===== config.mk =====
export PLATFORM = sky130hd
export DESIGN_NAME = iigs_mem_arbiter
export DESIGN_NICKNAME = d
export VERILOG_FILES = /design/src/rtl/iigs_mem_arbiter.sv
export SDC_FILE = /design/constraint.sdc
export NUM_CORES = 1
export LEC_CHECK = 0
export ABC_AREA = 0
export BUFFER_PORTS_ARGS = -buffer_cell sky130_fd_sc_hd__buf_2
export CAP_MARGIN = 20
export CORE_MARGIN = 1
export CORE_UTILIZATION = 49
export CTS_CLUSTER_SIZE = 10
export DETAILED_ROUTE_END_ITERATION = 8
export GPL_ROUTABILITY_DRIVEN = 1
export PLACE_DENSITY = 0.85
export SLEW_MARGIN = 20
export SYNTH_ARGS = -nofsm -noshare
export SYNTH_HDL_FRONTEND = slang
export SYNTH_SLANG_ARGS = --single-unit
export TNS_END_PERCENT = 10

===== constraint.sdc =====
create_clock -name clk_sys_i -period 5.35 [get_ports clk_sys_i]
set_clock_uncertainty 0.15 [all_clocks]
set_input_delay 1.605 -clock clk_sys_i [delete_from_list [all_inputs] [get_ports clk_sys_i]]
set_output_delay 1.605 -clock clk_sys_i [all_outputs]
set_load 0.02 [all_outputs]

===== src/rtl/iigs_mem_arbiter.sv =====
// ---------------------------------------------------------------------------
// iigs_mem_arbiter
//
// Shares one synchronous external RAM port between the 65C816 bus (CPU
// requester) and the video scanout fetcher (video requester). A CPU write into
// bank $00/$01 that lands in a region enabled by the $C035 shadow register is
// followed by a second write of the same byte into bank $E0/$E1.
//
// Ports:
//   clk_sys_i      system clock
//   reset_n_i      synchronous active-low reset
//   shadow_i       live $C035 value (1 = shadowing inhibited for that region)
//   cpu_req_i      CPU request, held until cpu_ack_o
//   cpu_wr_i       CPU direction, 1 = write
//   cpu_addr_i     CPU {bank, addr}
//   cpu_wdata_i    CPU write data
//   cpu_ack_o      one-cycle CPU completion pulse
//   cpu_rdata_o    CPU read data, valid with cpu_ack_o
//   vid_req_i      video fetch request, held until vid_ack_o
//   vid_addr_i     video address, bit 16 selects $E1 over $E0
//   vid_ack_o      one-cycle video completion pulse
//   vid_rdata_o    video fetch data, valid with vid_ack_o
//   ram_cs_o       RAM access strobe, one cycle per access
//   ram_we_o       RAM write enable, qualified by ram_cs_o
//   ram_addr_o     RAM address
//   ram_wdata_o    RAM write data
//   ram_rdata_i    RAM read data, valid the cycle after a read strobe
// ---------------------------------------------------------------------------
module iigs_mem_arbiter (
    input  logic        clk_sys_i,
    input  logic        reset_n_i,
    input  logic [7:0]  shadow_i,
    input  logic        cpu_req_i,
    input  logic        cpu_wr_i,
    input  logic [23:0] cpu_addr_i,
    input  logic [7:0]  cpu_wdata_i,
    output logic        cpu_ack_o,
    output logic [7:0]  cpu_rdata_o,
    input  logic        vid_req_i,
    input  logic [16:0] vid_addr_i,
    output logic        vid_ack_o,
    output logic [7:0]  vid_rdata_o,
    output logic        ram_cs_o,
    output logic        ram_we_o,
    output logic [23:0] ram_addr_o,
    output logic [7:0]  ram_wdata_o,
    input  logic [7:0]  ram_rdata_i
);

    localparam logic [2:0] ST_IDLE    = 3'd0;
    localparam logic [2:0] ST_CPU_RD  = 3'd1;
    localparam logic [2:0] ST_CPU_WR  = 3'd2;
    localparam logic [2:0] ST_SHD_WR  = 3'd3;
    localparam logic [2:0] ST_VID_RD  = 3'd4;
    localparam logic [2:0] ST_RD_WAIT = 3'd5;
    localparam logic [2:0] ST_ACK     = 3'd6;

    localparam logic GRANT_VID = 1'b0;
    localparam logic GRANT_CPU = 1'b1;

    logic [2:0]  state_q, state_d;
    // Doubles as the owner of the transaction in flight, since it is
    // updated at the moment of grant.
    logic        lastGrant_q, lastGrant_d;
    logic        ramCs_q, ramCs_d;
    logic        ramWe_q, ramWe_d;
    logic [23:0] ramAddr_q, ramAddr_d;
    logic [7:0]  ramWdata_q, ramWdata_d;
    logic        cpuAck_q, cpuAck_d;
    logic        vidAck_q, vidAck_d;
    logic [7:0]  cpuRdata_q, cpuRdata_d;
    logic [7:0]  vidRdata_q, vidRdata_d;

    logic        shadowHit;
    logic        grantCpu;
    logic        grantVid;
    logic        bank00;
    logic        bank01;
    logic        hiresOk;
    logic [15:0] offset;

    // Shadow hit decode for the CPU write currently presented. Only looked at
    // in CPU_WR, which is where the shadow register is sampled.
    always_comb begin
        offset    = cpu_addr_i[15:0];
        bank00    = (cpu_addr_i[23:16] == 8'h00);
        bank01    = (cpu_addr_i[23:16] == 8'h01);
        hiresOk   = bank00 || !shadow_i[4];
        shadowHit = 1'b0;
        if (cpu_wr_i && (bank00 || bank01) && (offset[15:12] != 4'hC)) begin
            if ((offset[15:10] == 6'b000001) && !shadow_i[0]) begin
                shadowHit = 1'b1;
            end
            if ((offset[15:10] == 6'b000010) && !shadow_i[5]) begin
                shadowHit = 1'b1;
            end
            if ((offset[15:13] == 3'b001) && !shadow_i[1] && hiresOk) begin
                shadowHit = 1'b1;
            end
            if ((offset[15:13] == 3'b010) && !shadow_i[2] && hiresOk) begin
                shadowHit = 1'b1;
            end
            if (bank01 && (offset >= 16'h2000) && (offset <= 16'h9FFF) && !shadow_i[3]) begin
                shadowHit = 1'b1;
            end
        end
    end

    // When both are pending, the requester that did not win last time goes.
    always_comb begin
        grantCpu = cpu_req_i && (!vid_req_i || (lastGrant_q == GRANT_VID));
        grantVid = vid_req_i && !grantCpu;
    end

    // Next-state logic. Every output is computed one cycle ahead so it can be
    // driven straight from a register.
    always_comb begin
        state_d     = state_q;
        lastGrant_d = lastGrant_q;
        ramCs_d     = 1'b0;
        ramWe_d     = 1'b0;
        ramAddr_d   = ramAddr_q;
        ramWdata_d  = ramWdata_q;
        cpuAck_d    = 1'b0;
        vidAck_d    = 1'b0;
        cpuRdata_d  = cpuRdata_q;
        vidRdata_d  = vidRdata_q;

        case (state_q)
            ST_IDLE: begin
                if (grantCpu) begin
                    lastGrant_d = GRANT_CPU;
                    ramCs_d     = 1'b1;
                    ramAddr_d   = cpu_addr_i;
                    if (cpu_wr_i) begin
                        ramWe_d    = 1'b1;
                        ramWdata_d = cpu_wdata_i;
                        state_d    = ST_CPU_WR;
                    end else begin
                        state_d    = ST_CPU_RD;
                    end
                end else if (grantVid) begin
                    lastGrant_d = GRANT_VID;
                    ramCs_d     = 1'b1;
                    ramAddr_d   = {7'b1110000, vid_addr_i};
                    state_d     = ST_VID_RD;
                end
            end
            ST_CPU_RD, ST_VID_RD: begin
                state_d = ST_RD_WAIT;
            end
            ST_RD_WAIT: begin
                if (lastGrant_q == GRANT_CPU) begin
                    cpuRdata_d = ram_rdata_i;
                    cpuAck_d   = 1'b1;
                end else begin
                    vidRdata_d = ram_rdata_i;
                    vidAck_d   = 1'b1;
                end
                state_d = ST_ACK;
            end
            ST_CPU_WR: begin
                if (shadowHit) begin
                    ramCs_d   = 1'b1;
                    ramWe_d   = 1'b1;
                    ramAddr_d = {7'b1110000, cpu_addr_i[16], cpu_addr_i[15:0]};
                    state_d   = ST_SHD_WR;
                end else begin
                    cpuAck_d  = 1'b1;
                    state_d   = ST_ACK;
                end
            end
            ST_SHD_WR: begin
                cpuAck_d = 1'b1;
                state_d  = ST_ACK;
            end
            ST_ACK: begin
                state_d = ST_IDLE;
            end
            default: begin
                state_d = ST_IDLE;
            end
        endcase
    end

    always_ff @(posedge clk_sys_i) begin
        if (!reset_n_i) begin
            state_q     <= ST_IDLE;
            lastGrant_q <= GRANT_VID;
            ramCs_q     <= 1'b0;
            ramWe_q     <= 1'b0;
            ramAddr_q   <= 24'h000000;
            ramWdata_q  <= 8'h00;
            cpuAck_q    <= 1'b0;
            vidAck_q    <= 1'b0;
            cpuRdata_q  <= 8'h00;
            vidRdata_q  <= 8'h00;
        end else begin
            state_q     <= state_d;
            lastGrant_q <= lastGrant_d;
            ramCs_q     <= ramCs_d;
            ramWe_q     <= ramWe_d;
            ramAddr_q   <= ramAddr_d;
            ramWdata_q  <= ramWdata_d;
            cpuAck_q    <= cpuAck_d;
            vidAck_q    <= vidAck_d;
            cpuRdata_q  <= cpuRdata_d;
            vidRdata_q  <= vidRdata_d;
        end
    end

    assign cpu_ack_o   = cpuAck_q;
    assign cpu_rdata_o = cpuRdata_q;
    assign vid_ack_o   = vidAck_q;
    assign vid_rdata_o = vidRdata_q;
    assign ram_cs_o    = ramCs_q;
    assign ram_we_o    = ramWe_q;
    assign ram_addr_o  = ramAddr_q;
    assign ram_wdata_o = ramWdata_q;

endmodule


== Word-level counts from Yosys, hierarchy flattened ==
Cells that the tools add are included.
Widths: inputs -> output; s select.
Cells by class
  order comparisons: 2
  eq/ne operators: 13
  mux-type cells: 28
  bitwise gates (word level): 1
  reductions and logical operators: 36
Operators by type and width (count)
  $mux 24: 3
  $pmux 24 s2: 1
  $ge 16x14->1 const B: 1
  $le 16x16->1 const B: 1
  $mux 1: 16
  $logic_and 1x1->1: 13
  $pmux 3 s4: 1
  $eq 3x2->1 const B: 3
  $mux 3: 3
  $eq 8x1->1 const B: 1
  $logic_not 1->1: 8
  $logic_not 8->1: 1
  $reduce_and 2->1: 4
  $eq 3x1->1 const B: 2
  $eq 3x3->1 const B: 2
  $eq 6x1->1 const B: 1
  $eq 6x2->1 const B: 1
  $reduce_and 3->1: 2
  $ne 4x4->1 const B: 1
  $pmux 1 s2: 2
  $reduce_bool 2->1: 2
  $reduce_or 2->1: 2
  $logic_not 3->1: 1
  $logic_or 1x1->1: 3
  other kinds (5): 5
Storage, ports and cells
  flip-flop bits (word level): 56
  bits of input ports: 70
  output and inout bits: 52

== Logic depth before layout (Yosys ltp) ==
  depth in word-level cells: 10
  mapped depth: 8
  mapped depth without buffers: 5

== Least setup slack after synthesis ==
No wires, ideal clock.
  path type: input-to-reg
  start: in cpu_addr_i[13]
  end: reg ramAddr_q[11] (netlist: ram_addr_o[11])
  library setup time: 0.116 ns
  arrival: 2.903 ns
  path slack: 2.180 ns
  stages on the path: 7
  buffers on the path: 2
  cells stage by stage: or3_1 -> nand4b_1 -> nand4_2 -> and2_4 -> buf_6 -> buf_6 -> o211a_1
Between the ends
  longest elaborated chain between the ends: 10
Ends and longest elaborated chain
  from (decl): RTL line 35  | input logic [23:0] cpu_addr_i,
  parallel branches: the longest is 7 deep, another holds $ge 16x14->1
  $mux 1 *: RTL line 90  | if (cpu_wr_i && (bank00 || bank01) && (offset[15:12] != 4'hC)) begin
  $ne 2x2->1 (no source line) *
  $reduce_and 3->1 (no source line) *
  to (signal assigned): RTL line 203  | ramAddr_q <= ramAddr_d;
  to (decl): RTL line 67  | logic [23:0] ramAddr_q, ramAddr_d;
Mark *: on every way between the ends.
A chain may end at the register's enable or synchronous reset.

== Worst setup path after layout ==
  start: in cpu_addr_i[14]
  end: reg ramAddr_q[23] (netlist: ram_addr_o[23])
The elaborated chain is that of the path after synthesis.

==> impl_results.html <==
<table>
<tr><th>Metric</th><th>Value</th></tr>
<tr><th colspan="2">Run status</th></tr>
<tr><td>Result of the run</td><td>finished clean</td></tr>
<tr><th colspan="2">Logic synthesis</th></tr>
<tr><td>Post-synth top cells</td><td>62 x sky130_fd_sc_hd__nand2_1, 56 x sky130_fd_sc_hd__dfxtp_1, 24 x sky130_fd_sc_hd__nand3_1</td></tr>
<tr><td>Share of synthesized area occupied by flip-flops and latches</td><td>0.456</td></tr>
<tr><td>Post-synthesis cell type count</td><td>34</td></tr>
<tr><td>Cell taking the most area after synthesis</td><td>sky130_fd_sc_hd__dfxtp_1</td></tr>
<tr><td>Area fraction of the dominant cell type after synthesis</td><td>0.456</td></tr>
<tr><td>Yosys warnings</td><td>0</td></tr>
<tr><td>Gate count after technology mapping</td><td>272</td></tr>
<tr><td>Post-synthesis net count</td><td>342</td></tr>
<tr><td>Largest cells by area after synthesis</td><td>sky130_fd_sc_hd__dfxtp_1 46%, sky130_fd_sc_hd__nand2_1 9.5%, sky130_fd_sc_hd__o211a_1 7.7%, sky130_fd_sc_hd__mux2i_1 6.9%, sky130_fd_sc_hd__a21boi_0 5.5%</td></tr>
<tr><td>Most common cell in the netlist</td><td>sky130_fd_sc_hd__nand2_1</td></tr>
<tr><td>Register bit total from synthesis</td><td>56</td></tr>
<tr><td>Synthesized area divided by synthesized cell count</td><td>9.04 um^2</td></tr>
<tr><td>Total standard cell area after synthesis</td><td>2460 um^2</td></tr>
<tr><td>Number of enable-type register cells in the synthesized netlist</td><td>0</td></tr>
<tr><td>Predominant post-synthesis flop cell</td><td>sky130_fd_sc_hd__dfxtp_1</td></tr>
<tr><td>Async set-or-reset flop fraction in the synthesized netlist</td><td>0</td></tr>
<tr><th colspan="2">Power and ir drop</th></tr>
<tr><td>Internal</td><td>791 uW</td></tr>
<tr><td>Total power divided by cell area</td><td>369 nW/um^2</td></tr>
<tr><td>Leak</td><td>1.64 nW</td></tr>
<tr><td>Sequential share of power</td><td>0.441</td></tr>
<tr><td>Switching fraction of total power</td><td>0.328</td></tr>
<tr><td>Worst vdd rail ir drop</td><td>0.205 mV</td></tr>
<tr><td>Proportion of power drawn by the clock network</td><td>0.251</td></tr>
<tr><td>Net Sw Power</td><td>387 uW</td></tr>
<tr><td>Comb power frac</td><td>0.308</td></tr>
<tr><th colspan="2">Placement</th></tr>
<tr><td>Post-placement cell area</td><td>3040 um^2</td></tr>
<tr><td>Placer congestion estimate</td><td>0.862</td></tr>
<tr><td>Total of buffers placed on input and output ports</td><td>119</td></tr>
<tr><td>Post-detailed-placement half-perimeter wirelength</td><td>4030 um</td></tr>
<tr><th colspan="2">Global route</th></tr>
<tr><td>Pin count of the biggest net entering global routing</td><td>59</td></tr>
<tr><td>Vias in the first global route</td><td>2,115</td></tr>
<tr><td>Overall global routing resource usage</td><td>0.222</td></tr>
<tr><td>Antenna violations before repair</td><td>0</td></tr>
<tr><td>First-pass GRT wire length</td><td>9200 um</td></tr>
<tr><td>Remaining global-route overflow</td><td>0</td></tr>
<tr><th colspan="2">Detailed routing</th></tr>
<tr><td>Total length of routed wires</td><td>5680 um</td></tr>
<tr><td>Drt initial violations</td><td>60</td></tr>
<tr><td>Post-DR vias/cell</td><td>5.14</td></tr>
<tr><td>First-pass DRT Iterations</td><td>4</td></tr>
<tr><td>Number of remaining DRC errors</td><td>0</td></tr>
<tr><td>Post-detailed-route wirelength per cell</td><td>12.6 um</td></tr>
<tr><td>Total vias in the final route</td><td>2,318</td></tr>
<tr><td>Number of nets still failing antenna checks after routing</td><td>0</td></tr>
<tr><th colspan="2">STA</th></tr>
<tr><td>Maximum clock frequency</td><td>305 MHz</td></tr>
<tr><td>Slew at the pin closest to its max-slew limit</td><td>0.888 ns</td></tr>
<tr><td>Slew headroom</td><td>0.408</td></tr>
<tr><td>Count of endpoints failing setup in the final report</td><td>0</td></tr>
<tr><td>Max Slew Vio Count</td><td>0</td></tr>
<tr><td>Final period demand of the worst path</td><td>3.28 ns</td></tr>
<tr><td>Final setup TNS</td><td>0 ns</td></tr>
<tr><td>RSZ-0062 raised after global routing</td><td>false</td></tr>
<tr><td>Period utilization</td><td>0.614</td></tr>
<tr><td>Final count of hold timing violations</td><td>0</td></tr>
<tr><th colspan="2">Clock tree</th></tr>
<tr><td>Hold_buf cts</td><td>0</td></tr>
<tr><td>Library cell used as clock root buffer</td><td>sky130_fd_sc_hd__clkbuf_8</td></tr>
<tr><td>Number of levels in the clock H-tree</td><td>2</td></tr>
<tr><td>Clock sink count</td><td>56</td></tr>
<tr><td>Insertion delay of the later-clocked pin in the worst-skew pair</td><td>0.31 ns</td></tr>
<tr><td>Num CTS Buffers</td><td>5</td></tr>
<tr><td>CTS tree</td><td>done</td></tr>
<tr><td>Max clock buf depth</td><td>2</td></tr>
<tr><td>Clock-pin slew of the registers on the worst-case setup and hold paths</td><td>0.10 ns</td></tr>
<tr><td>Setup repair bufs after CTS</td><td>0</td></tr>
<tr><td>Count of cells resized by post-cts repair</td><td>0</td></tr>
<tr><th colspan="2">Critical path</th></tr>
<tr><td>Maximum single-stage delay on the critical path</td><td>0.47 ns</td></tr>
<tr><td>Worst-path cell with the longest stage delay</td><td>sky130_fd_sc_hd__nand4_2</td></tr>
<tr><td>Critical Path Source Type</td><td>primary input</td></tr>
<tr><td>Data arrival at the endpoint of the critical path</td><td>3.33 ns</td></tr>
<tr><td>Series of cell instances along the critical path</td><td>buf_2 &gt; nor3b_1 &gt; o21ai_0 &gt; nand4_2 &gt; and2_4 &gt; o221a_1</td></tr>
<tr><td>Critical path endpoint category</td><td>flop</td></tr>
<tr><td>WS Path Type</td><td>primary input to flop</td></tr>
<tr><td>Data required time at the worst endpoint</td><td>5.40 ns</td></tr>
<tr><td>Crit Path Max Fanout</td><td>24</td></tr>
<tr><th colspan="2">Finish</th></tr>
<tr><td>Fraction of final layout cells sized beyond drive strength 1</td><td>0.349</td></tr>
<tr><td>Final layout net count</td><td>453</td></tr>
<tr><td>Post-layout instance area</td><td>3190 um^2</td></tr>
<tr><td>Layout Area Growth over Synthesis</td><td>29.7%</td></tr>
<tr><td>Antenna diodes</td><td>0</td></tr>
<tr><th colspan="2">Floorplanning</th></tr>
<tr><td>Width of the chip</td><td>72.8 um</td></tr>
<tr><td>Number of cell rows</td><td>25</td></tr>
<tr><td>Num ports</td><td>122</td></tr>
<tr><td>Core box area</td><td>4790 um^2</td></tr>
<tr><td>Die Height</td><td>72.8 um</td></tr>
<tr><td>Starting utilization of the core area</td><td>0.514</td></tr>
<tr><td>Die area</td><td>5300 um^2</td></tr>
<tr><th colspan="2">Run</th></tr>
<tr><td>Maxcap violations</td><td>0</td></tr>
<tr><th colspan="2">Hold path</th></tr>
<tr><td>Worst hold path type</td><td>flop to flop</td></tr>
</table>
[cell usage in the layout, fill, tap and decap left out, drive strengths merged, types with 2 or more instances in the layout]
| master | n |
|---|---|
| a21boi | 26 |
| a21oi | 3 |
| and2 | 3 |
| and3 | 2 |
| buf | 122 |
| clkbuf | 7 |
| dfxtp | 56 |
| inv | 2 |
| mux2i | 17 |
| nand2 | 62 |
| nand3 | 24 |
| nor2 | 6 |
| nor3 | 2 |
| nor3b | 5 |
| nor4 | 2 |
| o211a | 19 |
| o21ai | 9 |
| o221a | 3 |
| or3 | 4 |
[through the flow]
step / total power, mW / setup WS [ns] / utilization / instances / hold WS [ns]
2_1_floorplan: 0.788 / 2.18 / - / 272 / 0.377
3_3_place_gp: 0.879 / 1.73 / 0.636 / 441 / 0.286
3_5_place_dp: 0.888 / 1.71 / 0.636 / 441 / 0.290
4_1_cts: 1.18 / 2.04 / 0.662 / 449 / 0.305
5_1_grt: 1.25 / 1.92 / 0.666 / 451 / 0.326
6_report: 1.18 / 2.07 / 0.666 / 451 / 0.302
[critical path, delay by kind of cell]
kind,cells,cell delay [ns]
AO/OA/AOI/OAI,2,0.58
AND/OR/NAND/NOR,3,1.01
buffers and inverters,1,0.14
[cell families (layout without fill, tap and decap cells)]
family / Yosys count / count (layout) / synth area share
AOI/OAI and AO/OA: 65 / 65 / 0.213
buffers and inverters: 20 / 132 / 0.0453
DFF: 56 / 56 / 0.456
muxes: 17 / 17 / 0.0692
and+or+nand+nor: 114 / 114 / 0.217
[sequential cells by signal (all words and copies together), names as in the netlist]
signal	cells
ram_addr_o	24
cpu_rdata_o	8
ram_wdata_o	8
vid_rdata_o	8
state_q	3
cpu_ack_o	1
lastGrant_q	1
ram_cs_o	1
ram_we_o	1
vid_ack_o	1
[layout make-up]
class / instances / area, um^2
clock buffer: 7 / 96.3
clock inverter: 1 / 30.0
fill: 406 / 1600
inverter: 2 / 7.51
multi-input combinational: 196 / 1230
sequential: 56 / 1120
tap: 67 / 83.8
timing repair buffer: 122 / 623
[metal layers]
| layer | vias up | track usage | part of all wire |
|---|---|---|---|
| li1 | 1188 | - | - |
| met1 | 1015 | 0.263 | 0.46 |
| met2 | 110 | 0.390 | 0.45 |
| met3 | 5 | 0.0635 | 0.081 |
| met4 | 0 | 0.0610 | 0.0092 |
| met5 | - | 0 | 0 |
[worst paths after layout]
path / from / to / slack, ns / cells after the start
min reg2reg: ram_addr_o[19] / ram_addr_o[19] / 0.30 / 2
max reg2reg: lastGrant_q / ram_addr_o[8] / 3.32 / 6
min: ram_addr_o[19] / ram_addr_o[19] / 0.30 / 2
max: cpu_addr_i[14] / ram_addr_o[23] / 2.07 / 6
[power groups by stage]
stage | combinational [mW] | clock (mW) | sequential (mW)
finish | 0.362 | 0.296 | 0.519
global route | 0.397 | 0.321 | 0.528
CTS | 0.362 | 0.303 | 0.518
detailed placement | 0.362 | 0 | 0.526
global placement | 0.354 | 0 | 0.525
floorplan | 0.197 | 0 | 0.591
(Power assumes the default switching activity.)
